==> src/rtl/mdu_ex_sequencer.sv <==
// Multi-cycle RV32M multiply/divide sequencer for the EX stage.
// Runs a shift-add multiplier or a restoring divider on magnitudes latched at
// issue. The pipeline is held through STALL_MD until the result is ready.
module mdu_ex_sequencer #(
    parameter int unsigned XLEN = 32
) (
    input  logic            clk,
    input  logic            reset,
    input  logic            MD_REQ_EX,
    input  logic [2:0]      FUNCT3_EX,
    input  logic [XLEN-1:0] OPA_EX,
    input  logic [XLEN-1:0] OPB_EX,
    input  logic            FLUSH_EX,
    output logic            STALL_MD,
    output logic            MD_DONE_EX,
    output logic [XLEN-1:0] MD_RESULT_EX,
    output logic            BUSY_MD
);

    localparam int unsigned     CW        = $clog2(XLEN) + 1;
    localparam logic [CW-1:0]   LAST_ITER = CW'(XLEN - 1);
    localparam logic [XLEN-1:0] MIN_NEG   = {1'b1, {(XLEN-1){1'b0}}};

    typedef enum logic [1:0] {
        IDLE,
        CALC,
        FIX,
        DONE
    } state_t;

    state_t            state_q, state_d;
    logic [CW-1:0]     cnt_q, cnt_d;
    logic [2:0]        funct3_q, funct3_d;
    logic              sign_a_q, sign_a_d;
    logic              sign_b_q, sign_b_d;
    logic [XLEN-1:0]   mag_a_q, mag_a_d;
    logic [XLEN-1:0]   mag_b_q, mag_b_d;
    logic [2*XLEN-1:0] acc_q, acc_d;
    logic [XLEN-1:0]   result_q, result_d;

    logic              a_signed, b_signed;
    logic              neg_a_in, neg_b_in;
    logic [XLEN-1:0]   mag_a_in, mag_b_in;
    logic              div_by_zero, div_ovf;
    logic [XLEN:0]     mul_sum;
    logic [XLEN:0]     div_shift, div_diff;
    logic [2*XLEN-1:0] prod_fix;
    logic [XLEN-1:0]   quo_fix, rem_fix;

    assign STALL_MD     = MD_REQ_EX & ~FLUSH_EX & (state_q != DONE);
    assign MD_DONE_EX   = (state_q == DONE);
    assign BUSY_MD      = (state_q != IDLE);
    assign MD_RESULT_EX = result_q;

    // Issue-time operand decode plus one multiply / divide iteration and sign fix-up.
    always_comb begin
        a_signed = 1'b0;
        b_signed = 1'b0;
        if (FUNCT3_EX[2]) begin
            a_signed = ~FUNCT3_EX[0];
            b_signed = ~FUNCT3_EX[0];
        end else begin
            a_signed = (FUNCT3_EX[1:0] == 2'b01) || (FUNCT3_EX[1:0] == 2'b10);
            b_signed = (FUNCT3_EX[1:0] == 2'b01);
        end
        neg_a_in    = a_signed & OPA_EX[XLEN-1];
        neg_b_in    = b_signed & OPB_EX[XLEN-1];
        mag_a_in    = neg_a_in ? -OPA_EX : OPA_EX;
        mag_b_in    = neg_b_in ? -OPB_EX : OPB_EX;
        div_by_zero = FUNCT3_EX[2] && (OPB_EX == '0);
        div_ovf     = FUNCT3_EX[2] && !FUNCT3_EX[0] && (OPA_EX == MIN_NEG) && (OPB_EX == '1);

        // Multiplier: low half of acc holds the remaining multiplier bits.
        mul_sum   = {1'b0, acc_q[2*XLEN-1:XLEN]} + (acc_q[0] ? {1'b0, mag_a_q} : '0);
        // Divider: acc is {remainder, quotient}; remainder gets an extra bit after the shift.
        div_shift = acc_q[2*XLEN-1:XLEN-1];
        div_diff  = div_shift - {1'b0, mag_b_q};

        prod_fix = (sign_a_q ^ sign_b_q) ? -acc_q : acc_q;
        quo_fix  = (sign_a_q ^ sign_b_q) ? -acc_q[XLEN-1:0] : acc_q[XLEN-1:0];
        rem_fix  = sign_a_q ? -acc_q[2*XLEN-1:XLEN] : acc_q[2*XLEN-1:XLEN];
    end

    // Next-state and datapath register updates.
    always_comb begin
        state_d  = state_q;
        cnt_d    = cnt_q;
        funct3_d = funct3_q;
        sign_a_d = sign_a_q;
        sign_b_d = sign_b_q;
        mag_a_d  = mag_a_q;
        mag_b_d  = mag_b_q;
        acc_d    = acc_q;
        result_d = result_q;

        case (state_q)
            IDLE: begin
                if (MD_REQ_EX && !FLUSH_EX) begin
                    funct3_d = FUNCT3_EX;
                    sign_a_d = neg_a_in;
                    sign_b_d = neg_b_in;
                    mag_a_d  = mag_a_in;
                    mag_b_d  = mag_b_in;
                    cnt_d    = '0;
                    acc_d    = FUNCT3_EX[2] ? {{XLEN{1'b0}}, mag_a_in}
                                            : {{XLEN{1'b0}}, mag_b_in};
                    if (div_by_zero) begin
                        result_d = FUNCT3_EX[1] ? OPA_EX : '1;
                        state_d  = DONE;
                    end else if (div_ovf) begin
                        result_d = FUNCT3_EX[1] ? '0 : MIN_NEG;
                        state_d  = DONE;
                    end else begin
                        state_d = CALC;
                    end
                end
            end
            CALC: begin
                if (FLUSH_EX || !MD_REQ_EX) begin
                    state_d = IDLE;
                end else begin
                    if (funct3_q[2]) begin
                        if (!div_diff[XLEN]) begin
                            acc_d = {div_diff[XLEN-1:0], acc_q[XLEN-2:0], 1'b1};
                        end else begin
                            acc_d = {div_shift[XLEN-1:0], acc_q[XLEN-2:0], 1'b0};
                        end
                    end else begin
                        acc_d = {mul_sum, acc_q[XLEN-1:1]};
                    end
                    cnt_d = cnt_q + 1'b1;
                    if (cnt_q == LAST_ITER) begin
                        state_d = FIX;
                    end
                end
            end
            FIX: begin
                if (FLUSH_EX || !MD_REQ_EX) begin
                    state_d = IDLE;
                end else begin
                    if (funct3_q[2]) begin
                        result_d = funct3_q[1] ? rem_fix : quo_fix;
                    end else begin
                        result_d = (funct3_q[1:0] == 2'b00) ? prod_fix[XLEN-1:0]
                                                            : prod_fix[2*XLEN-1:XLEN];
                    end
                    state_d = DONE;
                end
            end
            DONE: begin
                state_d = IDLE;
            end
            default: begin
                state_d = IDLE;
            end
        endcase
    end

    // State register with synchronous active-low reset.
    always_ff @(posedge clk) begin
        if (!reset) begin
            state_q  <= IDLE;
            cnt_q    <= '0;
            funct3_q <= '0;
            sign_a_q <= 1'b0;
            sign_b_q <= 1'b0;
            mag_a_q  <= '0;
            mag_b_q  <= '0;
            acc_q    <= '0;
            result_q <= '0;
        end else begin
            state_q  <= state_d;
            cnt_q    <= cnt_d;
            funct3_q <= funct3_d;
            sign_a_q <= sign_a_d;
            sign_b_q <= sign_b_d;
            mag_a_q  <= mag_a_d;
            mag_b_q  <= mag_b_d;
            acc_q    <= acc_d;
            result_q <= result_d;
        end
    end

endmodule

==> config.mk <==
export PLATFORM = sky130hd
export DESIGN_NAME = mdu_ex_sequencer
export DESIGN_NICKNAME = d
export VERILOG_FILES = /design/src/rtl/mdu_ex_sequencer.sv
export SDC_FILE = /design/constraint.sdc
export NUM_CORES = 1
export LEC_CHECK = 0
export CAP_MARGIN = 20
export CORE_MARGIN = 5
export CORE_UTILIZATION = 40
export CTS_CLUSTER_SIZE = 12
export DETAILED_ROUTE_END_ITERATION = 10
export PLACE_DENSITY = 0.57
export SKIP_CTS_REPAIR_TIMING = 1
export SYNTH_ARGS = -nofsm -noshare
export SYNTH_HDL_FRONTEND = slang
export SYNTH_SLANG_ARGS = --single-unit
==> constraint.sdc <==
create_clock -name clk -period 3.92 [get_ports clk]
set_clock_uncertainty 0.15 [all_clocks]
set_input_delay 0.784 -clock clk [delete_from_list [all_inputs] [get_ports clk]]
set_output_delay 0.784 -clock clk [all_outputs]
set_load 0.02 [all_outputs]
* Word level (Yosys, flattened, before mapping)
Cells that the tools add are included.
** Cells by class
- Bitwise gates (word level) :: 7
- Eq/ne operators :: 14
- Shifts and indexed selects :: 0
- Muxes and demuxes :: 34
- Add/sub/neg operators :: 8
- Divide/modulo/power cells :: 0
- Reduce and logical (&&, ||, !) cells :: 20
- Magnitude comparators :: 0
- $mul :: 0
** Operators with widths (number)
- $mux W32 :: 15
- $mux W64 :: 5
- $neg A32 Y32 :: 4
- $pmux W64 S2 :: 1
- $eq A32 B32 Y1 const B :: 2
- $neg A64 Y64 :: 1
- $pmux W32 S2 :: 1
- $add A32 B32 Y33 :: 1
- $sub A33 B32 Y33 :: 1
- $logic_not A32 Y1 :: 1
- $mux W2 :: 6
- $mux W6 :: 2
- $pmux W6 S2 :: 1
- $ne A2 B2 Y1 const B :: 4
- $pmux W2 S4 :: 1
- $add A6 B1 Y6 const B :: 1
- $eq A2 B2 Y1 const B :: 3
- $eq A6 B5 Y1 const B :: 1
- $ne A3 B3 Y1 const B :: 2
- $reduce_bool A2 Y1 :: 3
- $logic_and A1 B1 Y1 :: 5
- $and A1 B1 Y1 :: 4
- $eq A2 B1 Y1 const B :: 2
- $logic_not A2 Y1 :: 2
- other kinds (8) :: 14
** Storage, ports and cells
- Latch bits :: 0
- Output and inout bits :: 35
- Bits in writable memories :: 0
- Memories :: 0
- Register bits :: 173
- Word-level logic and storage cells :: 92
- Bits in read-only memories :: 0

* Longest topological paths before layout
- Depth in word-level cells :: 8
- Mapped depth :: 15

* Worst setup path after synthesis
Ideal clock, no wire load.
- Path type :: reg2reg
- From :: register acc_q[0]
- To :: register acc_q[61]
- Stages on the path, launching flop included :: 16
- Data arrival time :: 3.166 ns
- Clock period less this slack :: 3.454 ns
- Setup slack :: 0.466 ns
- Buffers on the path :: 2
- Cells stage by stage :: dfxtp_1 clkbuf_1 clkbuf_1 and2_1 ha_1 inv_1 fa_1 nor2b_1 o31ai_1 o21ai_0 o41ai_1 o21ai_1 and4_1 a211oi_1 xor2_1 o221ai_1
** Between the ends
- Longest elaborated chain between the ends :: 5
** Ends and longest elaborated chain
- from (decl) :: RTL line 38 : logic [2*XLEN-1:0] acc_q, acc_d;
- from (signal assigned) :: RTL line 169 : acc_q <= '0;
- from (signal assigned) :: RTL line 179 : acc_q <= acc_d;
- $mux W32 :: RTL line 74 : mul_sum = {1'b0, acc_q[2*XLEN-1:XLEN]} + (acc_q[0] ? {1'b0, mag_a_q} : '0);
- $add A32 B32 Y33 :: RTL line 74
- $mux W64 :: RTL line 122 : if (funct3_q[2]) begin
- $mux W64 :: RTL line 119 : if (FLUSH_EX || !MD_REQ_EX) begin
- $pmux W64 S2 :: RTL line 96 : case (state_q)
Every way passes these cells. The select of a mux whose other input is x is not followed.
A chain may end at the register's enable or synchronous reset.

* Worst setup path in the final report
Ends and elaborated chain as after synthesis.

==> flow_summary_export.csv <==
group,metric,value,unit
critical_path,reg2reg_from,"acc_q[0]",
cells_and_area,drive_above_1_share,11.1,%
critical_path,cp_max_fo,10,
critical_path,startpoint_type,"flop",
timing,setup-violations-final,0,
clocking,h-tree-depth,4,
synth,synth_area_leaders,"dfxtp_1 22%, xor2_1 6.4%, ha_1 5.7%",
global_routing,grt_start_max_net_pins,104,
synth,ys_seq_area_share,22.4,%
timing,tightest_slew,0.956,ns
synth,postSynth.asyncResetShare,0,%
clocking,cts.sinks,173,
pwr,total_leakage_power,7.48,nW
routing,drt-vias-per-instance,6.09,
floorplan,initial_core_util,40.2,%
synth,synth.avg_cell_area,7.19,µm²
pwr,peakVddDrop,325,µV
global_routing,grt_use_total,31.2,%
clocking,clock_latency,0.46,ns
critical_path,ff2ff_path_depth,13,
synth,yosys.area.top_type,"dfxtp_1",
synth,synth_edf_count,0,
placement,place_inst,2796,
cells_and_area,nets,2441,
floorplan,rows,72,
global_routing,gr-total-overflow,0,
synth,synth-seq-cells,173,
run_status,status,"completed",
synth,synth_cell_types,68,
job,cap_violations,0,
routing,drc,0,
critical_path,critical_path_class,"flop to flop",
clocking,cts_buffers,17,
global_routing,antenna_found_initial,1,
synth,ys_warn_count,0,
routing,ant_nets,0,
timing,hold_viol_final,0,
global_routing,grt_pass1_wl,101000,µm
synth,synthesis.area,15500,µm²
floorplan,num_io_pins,106,
timing,max-slew-margin-rel,36.3,%
placement,routabilityCongestion,1.02,
routing,drt_wl_total,67800,µm
floorplan,die-width,207,µm
timing,final.min_clock_period,3.72,ns
placement,port-buffer-count,105,
cells_and_area,fin_cells,2827,
worst_hold_path,holdPathStages,2,
critical_path,r2r-end,"acc_q[61]",
critical_path,end_kind,"flop",
critical_path,r2r_slack,0.20,ns
floorplan,core_area,38500,µm²
synth,ys.flop_type,"dfxtp_1",
timing,slew_viol_final,0,
cells_and_area,diodes,0,
timing,min_period_over_period,94.9,%
worst_hold_path,min-delay-start,"mag_a_q[0]",
floorplan,die_height,207,µm
worst_hold_path,min_path_type,"flop to flop",
critical_path,cp.arrival,3.90,ns
global_routing,grt_pass1_vias,16300,
routing,wl_per_cell,24.0,µm
placement,dp.final_hpwl,54300,µm
routing,first_pass_iters,6,
clocking,cts.clk_slew.worst_paths,0.07,ns
synth,synth_nets,2294,
pwr,powerDensity,268,nW/µm²
routing,drt-initial-drc-count,1626,
clocking,cts_tree,"built",
clocking,clock_path_buffers,2,
critical_path,required,4.10,ns
floorplan,dieArea,42700,µm²
routing,routed-via-count,17200,
clocking,cts_root_buffer,"clkbuf_16",
synth,syn_inst,2150,
cells_and_area,fin_util,48.6,%
synth,synth_top_area_share,22.4,%
timing,clock.fmax,269,MHz
cells_and_area,area_growth,20.9,%
timing,rsz0062_at_grt,"false",
worst_hold_path,min_to,"mag_a_q[0]",
[area by class of cell]
class                   count  area [µm²]
fillers                  3954       19800
clock buffers              19         443
well taps                 518         648
repair buffers            297        2610
clock inverters            12         136
inverters                  72         272
flip-flops and latches    173        3470
multi-input cells        1736       11100
[metrics by stage]
stage               TNS (ns)  instance area (µm²)  power, mW  hold WS, ns  setup WS [ns]
floorplan                  0                15500       2.66        0.282          0.466
global placement           0                18100       3.23        0.289         0.0269
detailed placement    -0.645                18100       3.24        0.292        -0.0678
CTS                        0                18700       5.00        0.302          0.116
global route               0                18700       5.20        0.318          0.114
finish                     0                18700       5.01        0.303          0.200
[worst max-delay path by stage]
stage,from,cells past startpoint,to,slack (ns)
after floorplan,acc_q[0],15,acc_q[61],0.47
after global placement,OPA_EX[9],10,MD_RESULT_EX[27],0.03
after detailed placement,OPA_EX[9],10,MD_RESULT_EX[27],-0.07
after CTS,acc_q[0],14,acc_q[61],0.12
after global routing,acc_q[0],13,acc_q[61],0.11
final,acc_q[0],13,acc_q[61],0.20
[synthesized netlist by cell type, drive strengths merged (10+ instances only)]
master / number
nor2: 221
nand2: 181
o21ai: 181
dfxtp: 173
a21oi: 172
clkbuf: 147
xor2: 113
xnor2: 89
a211oi: 80
inv: 72
ha: 71
nor3: 57
a31oi: 52
mux2i: 51
and2: 40
nand3: 39
a21o: 34
nand4: 30
o31ai: 28
a22oi: 25
nor4: 25
nand2b: 24
buf: 22
o211ai: 20
or3: 20
o221ai: 14
o41ai: 14
or4: 14
a221oi: 11
and3: 11
o21a: 11
o21bai: 11
o22ai: 10
[logic make-up (layout without fill, tap and decap cells)]
logic type / after synthesis / in the layout / synth area share, %
AO/OA/AOI/OAI: 717 / 717 / 29.5
XOR/XNOR: 202 / 202 / 11.4
adder cells (fa/ha/maj): 73 / 73 / 6.01
buffers and inverters: 241 / 400 / 6.07
flip-flops: 173 / 173 / 22.4
multiplexers: 56 / 56 / 3.67
AND/OR/NAND/NOR: 688 / 688 / 20.9
[per-layer routing]
| layer | track usage, % | share of wire [%] | wire length, µm |
|---|---|---|---|
| met1 | 42.1 | 42 | 28700 |
| met3 | 6.64 | 9.3 | 6280 |
| met2 | 48.5 | 44 | 29900 |
| met5 | 0 | 0.019 | 13 |
| met4 | 12.9 | 4.3 | 2930 |
[cell usage in the layout (no fill, tap or decap), types with 17 or more instances in the layout]
cell | Yosys | routed
nor2_1 | 221 | 218
buf_4 | 5 | 183
nand2_1 | 181 | 181
o21ai_0 | 175 | 174
a21oi_1 | 172 | 172
dfxtp_1 | 173 | 171
xor2_1 | 113 | 111
clkdlybuf4s50_1 | 0 | 105
xnor2_1 | 89 | 87
a211oi_1 | 80 | 80
inv_1 | 72 | 71
ha_1 | 71 | 71
nor3_1 | 56 | 56
mux2i_1 | 51 | 51
a31oi_1 | 52 | 51
and2_1 | 40 | 40
nand3_1 | 39 | 39
a21o_1 | 34 | 34
nand4_1 | 30 | 30
o31ai_1 | 28 | 27
a22oi_1 | 25 | 25
nor4_1 | 24 | 24
nand2b_1 | 24 | 23
o211ai_1 | 20 | 20
or3_1 | 20 | 20
clkbuf_16 | 0 | 17
[registers in the layout, summed over array words and instances (netlist names)]
signal	cells
MD_RESULT_EX	32
sign_b_q	1
state_q	2
funct3_q	3
acc_q	64
mag_b_q	32
cnt_q	6
mag_a_q	32
sign_a_q	1
[where the power goes]
group          switching [mW]  internal, mW
registers              0.0740          1.83
clock network           0.818         0.959
logic                   0.811         0.512
total                    1.70          3.30
[critical path, stage by stage (launching register included)]
cell      delay [ns]
dfxtp_2         0.44
buf_4           0.21
and2_1          0.18
ha_1            0.29
and3_1          0.28
o211ai_1        0.11
o21ai_0         0.13
o41ai_1         0.44
buf_4           0.22
o21ai_1         0.16
and4_1          0.25
a211oi_1        0.33
xor2_1          0.25
o221ai_1        0.14
No activity file was read; power rests on OpenSTA's default activity.
